<file path="src/rtl/rca64_adder.sv">
// rca64_adder: WIDTH-bit ripple-carry adder with a registered output stage.
// The combinational core is an explicit chain of full-adder cells, one per bit,
// so the carry ripples from bit 0 up to bit WIDTH-1. Sum, carry-out and signed
// overflow are captured on a rising clock edge that sees in_valid high.
//
// Handshake: in_valid qualifies a, b and cin at the rising edge where it is
// sampled high. The block is always ready, so there is no ready signal.
// out_valid is high for exactly the one cycle after each accepted input.
// Results hold their last value while in_valid is low.

// Single-bit full adder cell used to build the ripple chain.
module rca64_fa (
  input  logic a,
  input  logic b,
  input  logic ci,
  output logic s,
  output logic co
);
  logic p;

  // Propagate term is shared by the sum bit and the carry.
  assign p  = a ^ b;
  assign s  = p ^ ci;
  assign co = (a & b) | (ci & p);
endmodule

module rca64_adder #(
  parameter int WIDTH = 64
) (
  input  logic             clk,
  input  logic             rst_n,
  input  logic             in_valid,
  input  logic [WIDTH-1:0] a,
  input  logic [WIDTH-1:0] b,
  input  logic             cin,
  output logic [WIDTH-1:0] sum,
  output logic             cout,
  output logic             ovf,
  output logic             out_valid
);

  // Carry chain: c[0] is the carry in, c[WIDTH] is the carry out of the top bit.
  logic [WIDTH:0]   c;
  logic [WIDTH-1:0] s;
  logic             cout_comb;
  logic             ovf_comb;

  logic [WIDTH-1:0] sum_d, sum_q;
  logic             cout_d, cout_q;
  logic             ovf_d, ovf_q;
  logic             out_valid_d, out_valid_q;

  assign c[0] = cin;

  // One full-adder cell per bit; carry from bit i feeds bit i+1.
  for (genvar i = 0; i < WIDTH; i++) begin : g_fa
    rca64_fa u_fa (
      .a  (a[i]),
      .b  (b[i]),
      .ci (c[i]),
      .s  (s[i]),
      .co (c[i+1])
    );
  end

  // Signed overflow: the carry into the sign bit differs from the carry out of it.
  assign cout_comb = c[WIDTH];
  assign ovf_comb  = c[WIDTH] ^ c[WIDTH-1];

  // Next-state: capture on a valid strobe, otherwise hold the previous result.
  always_comb begin
    sum_d       = sum_q;
    cout_d      = cout_q;
    ovf_d       = ovf_q;
    out_valid_d = in_valid;
    if (in_valid) begin
      sum_d  = s;
      cout_d = cout_comb;
      ovf_d  = ovf_comb;
    end
  end

  // Output registers with asynchronous active-low clear.
  always_ff @(posedge clk or negedge rst_n) begin
    if (!rst_n) begin
      sum_q       <= '0;
      cout_q      <= 1'b0;
      ovf_q       <= 1'b0;
      out_valid_q <= 1'b0;
    end else begin
      sum_q       <= sum_d;
      cout_q      <= cout_d;
      ovf_q       <= ovf_d;
      out_valid_q <= out_valid_d;
    end
  end

  assign sum       = sum_q;
  assign cout      = cout_q;
  assign ovf       = ovf_q;
  assign out_valid = out_valid_q;

endmodule

</file>
<file path="config.mk">
export PLATFORM = sky130hd
export DESIGN_NAME = rca64_adder
export DESIGN_NICKNAME = d
export VERILOG_FILES = /design/src/rtl/rca64_adder.sv
export SDC_FILE = /design/constraint.sdc
export NUM_CORES = 1
export LEC_CHECK = 0
export CORE_ASPECT_RATIO = 0.75
export CORE_MARGIN = 2
export CORE_UTILIZATION = 27
export DETAILED_ROUTE_END_ITERATION = 7
export GPL_TIMING_DRIVEN = 0
export HOLD_SLACK_MARGIN = 0.05
export PLACE_DENSITY = 0.67
export SYNTH_ARGS = -nofsm -noshare
export SYNTH_HDL_FRONTEND = slang
export SYNTH_SLANG_ARGS = --single-unit
</file>
<file path="constraint.sdc">
create_clock -name clk -period 1.1 [get_ports clk]
set_clock_uncertainty 0.2 [all_clocks]
set_input_delay 0.22 -clock clk [delete_from_list [all_inputs] [get_ports clk]]
set_output_delay 0.22 -clock clk [all_outputs]
set_load 0.01 [all_outputs]
</file>
==> qor.yml, run 1 <==
cts:
  cts_buffers: 9
  numClockSinks: 67
  ctsHoldBuffers: 2
  clockBufferDepth: 2
  cts_tree: "done"
  clk-insertion-delay-late_ns: 0.33
  cts.reportedPaths.clkPinSlew_ns: 0.06
  h_tree_depth: 3
  root_buffer: "sky130_fd_sc_hd__clkbuf_16"
timing:
  fin_worst_hold_slack_ns: 0.0358
  final_worst_setup_slack_ns: -22.11
  slew-limit-headroom_pct: 76.7
  finalSetupViolCount: 132
  worst-slew-pin-transition_ns: 0.350
  rsz0062_at_grt: "true"
  finalHoldViolations: 0
  max_freq_mhz: 43.1
  finalCritPeriodShare_pct: 2110
  maxSlewViolCount: 0
  layout_min_cycle_time_ns: 23.21
  fin_tns_setup_ns: -763.84
die:
  design.portCount: 199
  placementRows: 38
  die_height_um: 108
  coreArea_sq_um: 14300
  design.die.area_sq_um: 15500
  die_width_um: 143
  start_util_pct: 27.3
yosys:
  synthMuxAreaShare_pct: 21.5
  synthesis.area_sq_um: 3910
  synth-compound-area-share_pct: 0.128
  synth_top_family_by_area: "adder cells"
  yosys.area_share.xor_xnor_pct: 0.224
  syn-num-nets: 411
  postSynthCellCount: 215
  synth_area_per_cell_sq_um: 18.2
  synth_top_area_share_pct: 42.9
  yosys.area_share.simple_pct: 0.0961
  netlist-cell-type-count: 12
  synth_fa_ha_area_share_pct: 32.8
  synth_sequential_area_ratio_pct: 42.9
  netlist_top_cells_area: "sky130_fd_sc_hd__dfrtp_1 43%, sky130_fd_sc_hd__fa_1 33%, sky130_fd_sc_hd__mux2_4 12%, sky130_fd_sc_hd__mux2_2 9.5%, sky130_fd_sc_hd__inv_1 0.86%"
  ys.warnings.count: 0
  netlist.top_cell.by_area: "sky130_fd_sc_hd__dfrtp_1"
  synthesized_flop_and_latch_total: 67
routing:
  routed-via-count: 2681
  antenna_left: 0
  detail_route.vias_per_cell: 4.04
  routed_wire_length_per_instance_um: 15.8
  drt_pass1_iterations: 4
  first_iteration_detailed_routing_drc_count: 43
  drcViolationCount: 0
  postRouteWirelength_um: 10400
critical_path:
  path_max_fanout: 2
  critPathMostFrequentCell: "sky130_fd_sc_hd__fa_2"
  startpoint: "a[0]"
  timing.critical_path.to_type: "flop"
  worst_setup_path_start_kind: "input pin"
  required_ns: 1.11
  critPathArrivalTime_ns: 23.22
  worst_setup_path_category: "input pin to flop"
  crit_slowest_cell: "sky130_fd_sc_hd__fa_2"
  critical_path.max_stage_delay_ns: 0.38
  rr_startpoint: "sum[46]"
status:
  violations: "setup timing"
  run_status: "finished, violations left"
final_layout:
  final_cells: 663
  layout-drive-gt1-share_pct: 55.5
  fillers: 1233
  flow.area_growth_from_synthesis_pct: 74.4
  design_area_sq_um: 6820
  layout.nets: 654
  antenna_diodes: 0
pwr:
  static-leakage-power_nw: 2.94
  peakVddDrop_mv: 0.729
  powerDensity_nw_per_um2: 1510
place:
  dp_hpwl_um: 7990
  place_inst: 614
  placed_cell_area_sq_um: 6320
  port_buffers: 198
  gp_congestion: 0.737
global_route:
  first_global_vias: 2970
  grt_first_pass_wirelength_um: 15700
  antenna_violations_before_repair: 0
  grt.total_usage_pct: 13.7
  maximum_number_of_pins_on_one_net_before_global_route_repair: 65
  grt.overflow.total: 0
min_path:
  timing.hold.worst.class: "input pin to async pin"
flow_run:
  maxCapViolCount: 0
-- registers in the layout, indices dropped and copies added, names as in the netlist --
| name | count |
|---|---|
| cout | 1 |
| out_valid | 1 |
| ovf | 1 |
| sum | 64 |
-- per-stage QoR --
step                worst slack [ns]  power, mW  util [%]
detailed placement            -22.87       7.18      44.2
floorplan                     -21.36       4.91         -
finish                        -22.11       10.3      47.6
global placement              -22.73       7.09      44.0
global route                  -22.58       10.9      47.6
CTS                           -22.20       10.1      46.2
-- per-layer routing --
layer  vias to the layer above  GRT usage (%)  part of all wire, %
met3                        12           5.09                  8.5
met5                         -              0                    0
li1                       1189              -                    -
met2                       118           22.1                   48
met4                         0           4.81                  1.5
met1                      1362           17.0                   42
-- kinds of logic (layout without fill, tap and decap cells) --
logic type,Yosys count,in the layout
flip-flops,67,67
multiplexers,65,65
adder cells (fa/ha/maj),64,64
buffers and inverters,16,264
AO/OA/AOI/OAI,1,1
XOR/XNOR,1,1
AND/OR/NAND/NOR,1,1
-- worst max-delay path: cells and delay by family --
family	cells	cell delay [ns]
buffers and inverters	4	0.28
adders and majority gates	64	22.42
xor gates and xnor gates	1	0.07
muxes	1	0.25
-- synthesized netlist by cell type --
| library cell | number |
|---|---|
| sky130_fd_sc_hd__mux2_2 | 33 |
| sky130_fd_sc_hd__a21oi_1 | 1 |
| sky130_fd_sc_hd__fa_1 | 64 |
| sky130_fd_sc_hd__buf_2 | 3 |
| sky130_fd_sc_hd__inv_1 | 9 |
| sky130_fd_sc_hd__mux2i_1 | 2 |
| sky130_fd_sc_hd__nor2_1 | 1 |
| sky130_fd_sc_hd__xnor2_1 | 1 |
| sky130_fd_sc_hd__mux2_4 | 30 |
| sky130_fd_sc_hd__buf_4 | 1 |
| sky130_fd_sc_hd__dfrtp_1 | 67 |
| sky130_fd_sc_hd__buf_6 | 3 |
-- cell type report --
class | instances | area [sq um] | area share [%]
Multi-Input combinational cell | 132 | 2390 | 35.1
Timing Repair Buffer | 232 | 2100 | 30.8
Sequential cell | 67 | 1680 | 24.6
Tap cell | 200 | 250 | 3.67
Clock buffer | 11 | 243 | 3.56
Buffer | 7 | 72.6 | 1.06
Clock inverter | 5 | 52.6 | 0.771
Inverter | 9 | 33.8 | 0.496
-- repair_timing --
item | CTS | global route
setup endpoints to repair | 133 | 133
setup buffers | 17 | 16
endpoints found under the hold margin | 68 | 3
pin swaps | 1 | 0
gates resized for setup | 326 | 19
-- where the power goes --
part | switching, mW | total (mW) | internal, mW
logic | 1.42 | 3.95 | 2.53
clock network | 1.10 | 2.90 | 1.81
registers | 0.367 | 3.44 | 3.07
-- cell usage in the layout (no fill, tap or decap), drive strengths merged, types with 2 or more instances in the layout --
cell,count
dlygate4sd3,2
mux2,63
clkbuf,11
fa,64
clkdlybuf4s50,124
dfrtp,67
mux2i,2
dlygate4sd2,2
clkinv,3
inv,9
buf,110
-- path summary, 6_finish.rpt --
| kind | endpoint | slack (ns) | depth (start not counted) |
|---|---|---|---|
| max | ovf | -22.11 | 70 |
| min | sum[20] | 0.04 | 2 |
| max reg2reg | sum[46] | -0.11 | 3 |
| min reg2reg | sum[20] | 0.30 | 1 |
| max in group asynchronous | sum[59] | 0.14 | 3 |
| min in group clk | sum[0] | 0.13 | 3 |
Power figures use the tool's default switching activity.
==> run 2, diff against run 1 <==
--- a/config.mk
+++ b/config.mk
@@ -5,7 +5,7 @@
 export SDC_FILE = /design/constraint.sdc
 export NUM_CORES = 1
 export LEC_CHECK = 0
-export CORE_ASPECT_RATIO = 0.75
+export CORE_ASPECT_RATIO = 1.5
 export CORE_MARGIN = 2
 export CORE_UTILIZATION = 27
 export DETAILED_ROUTE_END_ITERATION = 7
==> run 2 against run 1 <==
  * The run ends with hold timing, setup timing left
  * Register-to-register slack about the same
  * Routed wire length is 0.25% higher
  * Global-route usage shrank 0.28 points
  * Design area grew 1.1%
  * Total power fell by 0.62%
  * Worst hold slack lost 0.23 ns
  * Critical path type unchanged
  * Largest power group unchanged
==> qor.yml, run 2 (synthesis gave the netlist of run 1 again) <==
status:
  run_status: "finished, violations left"  # unchanged
  violations: "hold timing, setup timing"  # was setup timing
pwr:
  internal_power_mw: 7.35  # was 7.41 mW
  switching_share_pct: 28.2  # was 28.0%
  powerDensity_nw_per_um2: 1480  # was 1510 nW/um^2
  netSwitchingPower_mw: 2.89  # about the same
  power.combinational.fraction_pct: 41.5  # was 38.4%
  clkPwrFrac_pct: 24.9  # was 28.2%
  sequentialPowerShare_pct: 33.6  # was 33.4%
  peakVddDrop_mv: 0.627  # was 0.729 mV
  static-leakage-power_nw: 3.00  # was 2.94 nW
final_layout:
  antenna_diodes: 0  # unchanged
  flow.area_growth_from_synthesis_pct: 76.4  # was 74.4%
  layout.nets: 665  # was 654
  postLayoutCoreUtil_pct: 49.0  # was 47.6%
  layout-drive-gt1-share_pct: 56.5  # was 55.5%
  final_cells: 666  # was 663
  final_cell_mix: "126 x sky130_fd_sc_hd__clkdlybuf4s50_1, 67 x sky130_fd_sc_hd__dfrtp_1, 64 x sky130_fd_sc_hd__fa_2"  # was 124 x sky130_fd_sc_hd__clkdlybuf4s50_1, 67 x sky130_fd_sc_hd__dfrtp_1, 64 x sky130_fd_sc_hd__fa_2
  largest_register_ffs: 64  # unchanged
  design_area_sq_um: 6890  # was 6820 sq um
  layout.cells.most_common: "sky130_fd_sc_hd__clkdlybuf4s50_1"  # unchanged
timing:
  finalHoldViolations: 67  # was 0
  max_freq_mhz: 43.4  # was 43.1 MHz
  slew-limit-headroom_pct: 40.6  # was 76.7%
  maxSlewViolCount: 0  # unchanged
  worst-slew-pin-transition_ns: 0.891  # was 0.350 ns
  finalSetupViolCount: 132  # unchanged
  rsz0062_at_grt: "true"  # unchanged
  final_worst_setup_slack_ns: -21.93  # was -22.11 ns
  layout_min_cycle_time_ns: 23.03  # was 23.21 ns
  fin_worst_hold_slack_ns: -0.197  # was 0.0358 ns
  finalCritPeriodShare_pct: 2090  # was 2110%
die:
  placementRows: 53  # was 38
  design.die.area_sq_um: 15500  # about the same
  die_height_um: 151  # was 108 um
  die_width_um: 102  # was 143 um
  coreArea_sq_um: 14100  # was 14300 sq um
  start_util_pct: 27.8  # was 27.3%
  design.portCount: 199  # unchanged
critical_path:
  reg2reg_slack_ns: -0.11  # about the same
  rr_endpoint: "sum[50]"  # was sum[46]
  worst_setup_path_start_kind: "input pin"  # unchanged
  critPathArrivalTime_ns: 23.07  # was 23.22 ns
  path_max_fanout: 2  # unchanged
  worst_setup_path_category: "input pin to flop"  # unchanged
  required_ns: 1.14  # was 1.11 ns
  critical_path.max_stage_delay_ns: 0.41  # was 0.38 ns
  crit_slowest_cell: "sky130_fd_sc_hd__fa_2"  # unchanged
  r2r_cells: 3  # unchanged
  rr_startpoint: "sum[50]"  # was sum[46]
  startpoint: "a[0]"  # unchanged
  critPathMostFrequentCell: "sky130_fd_sc_hd__fa_2"  # unchanged
  timing.critical_path.to_type: "flop"  # unchanged
global_route:
  grt.overflow.total: 0  # unchanged
  grt_first_pass_wirelength_um: 15700  # about the same
  grt.total_usage_pct: 13.4  # was 13.7%
  maximum_number_of_pins_on_one_net_before_global_route_repair: 68  # was 65
  antenna_violations_before_repair: 0  # unchanged
  first_global_vias: 3173  # was 2970
place:
  port_buffers: 198  # unchanged
  place_inst: 605  # was 614
  gp_congestion: 0.738  # was 0.737
  dp_hpwl_um: 7990  # about the same
  placed_cell_area_sq_um: 6280  # was 6320 sq um
routing:
  postRouteWirelength_um: 10500  # was 10400 um
  drcViolationCount: 0  # unchanged
  routed_wire_length_per_instance_um: 15.7  # was 15.8 um
  routed-via-count: 2751  # was 2681
  drt_pass1_iterations: 3  # was 4
  antenna_left: 0  # unchanged
  first_iteration_detailed_routing_drc_count: 35  # was 43
  detail_route.vias_per_cell: 4.13  # was 4.04
flow_run:
  maxCapViolCount: 0  # unchanged
cts:
  ctsHoldBuffers: 1  # was 2
  root_buffer: "sky130_fd_sc_hd__clkbuf_16"  # unchanged
  cts_tree: "done"  # unchanged
  clockBufferDepth: 2  # unchanged
  h_tree_depth: 3  # unchanged
  numClockSinks: 67  # unchanged
  clk-insertion-delay-late_ns: 0.32  # was 0.33 ns
  cts.reportedPaths.clkPinSlew_ns: 0.06  # about the same
  cts_buffers: 9  # unchanged
min_path:
  timing.hold.worst.class: "input pin to async pin"  # unchanged
[run 2: power groups by stage]
stage	Combinational (mW)	Sequential, mW	Clock (mW)
floorplan	1.21	3.70	0
global placement	3.68	3.41	0
detailed placement	3.76	3.42	0
CTS	3.79	3.41	2.67
global route	4.59	3.51	2.80
finish	4.24	3.44	2.55
[run 2: worst max path at each step]
stage	end	slack, ns	depth (start not counted)
floorplan	ovf	-21.36	69
global placement	ovf	-22.55	70
detailed placement	sum[63]	-22.68	69
CTS	sum[63]	-22.02	69
global route	ovf	-22.37	70
finish	sum[63]	-21.93	69
[run 2: cell type report]
type / instances / area (sq um)
repair buffers: 243 / 2190
well taps: 192 / 240
fillers: 1265 / 7170
plain buffers: 7 / 72.6
clock inverters: 5 / 30.0
inverters: 9 / 33.8
flip-flops and latches: 67 / 1680
multi-input cells: 132 / 2410
clock buffers: 11 / 233
[run 2: critical path: cells and delay by family]
| family | cells | cell delay, ns |
|---|---|---|
| buffers and inverters | 4 | 0.26 |
| adders and majority gates | 64 | 22.42 |
| muxes | 1 | 0.15 |
[run 2: layer usage]
metal | wire length [um] | vias to the layer above | global-route usage (%)
met5 | 0 | - | 0
met4 | 180 | 0 | 4.80
met3 | 826 | 14 | 4.25
met2 | 5840 | 120 | 25.2
met1 | 3630 | 1404 | 13.7
li1 | - | 1213 | -
[run 2: stage by stage]
stage / hold WS, ns / worst slack [ns] / total power [mW] / setup TNS, ns
2_1_floorplan: -0.276 / -21.36 / 4.91 / -736.36
3_3_place_gp: 0.287 / -22.55 / 7.09 / -995.54
3_5_place_dp: 0.212 / -22.68 / 7.19 / -819.35
4_1_cts: -0.147 / -22.02 / 9.87 / -765.34
5_1_grt: -0.109 / -22.37 / 10.9 / -778.54
6_report: -0.197 / -21.93 / 10.2 / -761.18
[run 2: repair_timing]
item | CTS | global route
setup buffers | 20 | 25
pin swaps | 0 | 0
hold endpoints to repair | 68 | 67
resized for setup | 329 | 30
setup endpoints to repair | 133 | 133
==> run 3, diff against run 2 <==
--- a/config.mk
+++ b/config.mk
@@ -8,6 +8,7 @@
 export CORE_ASPECT_RATIO = 1.5
 export CORE_MARGIN = 2
 export CORE_UTILIZATION = 27
+export CTS_CLUSTER_SIZE = 16
 export DETAILED_ROUTE_END_ITERATION = 7
 export GPL_TIMING_DRIVEN = 0
 export HOLD_SLACK_MARGIN = 0.05
==> results of run 3 <==
No change in the layout: final DEF, timing and power equal those of run 2.
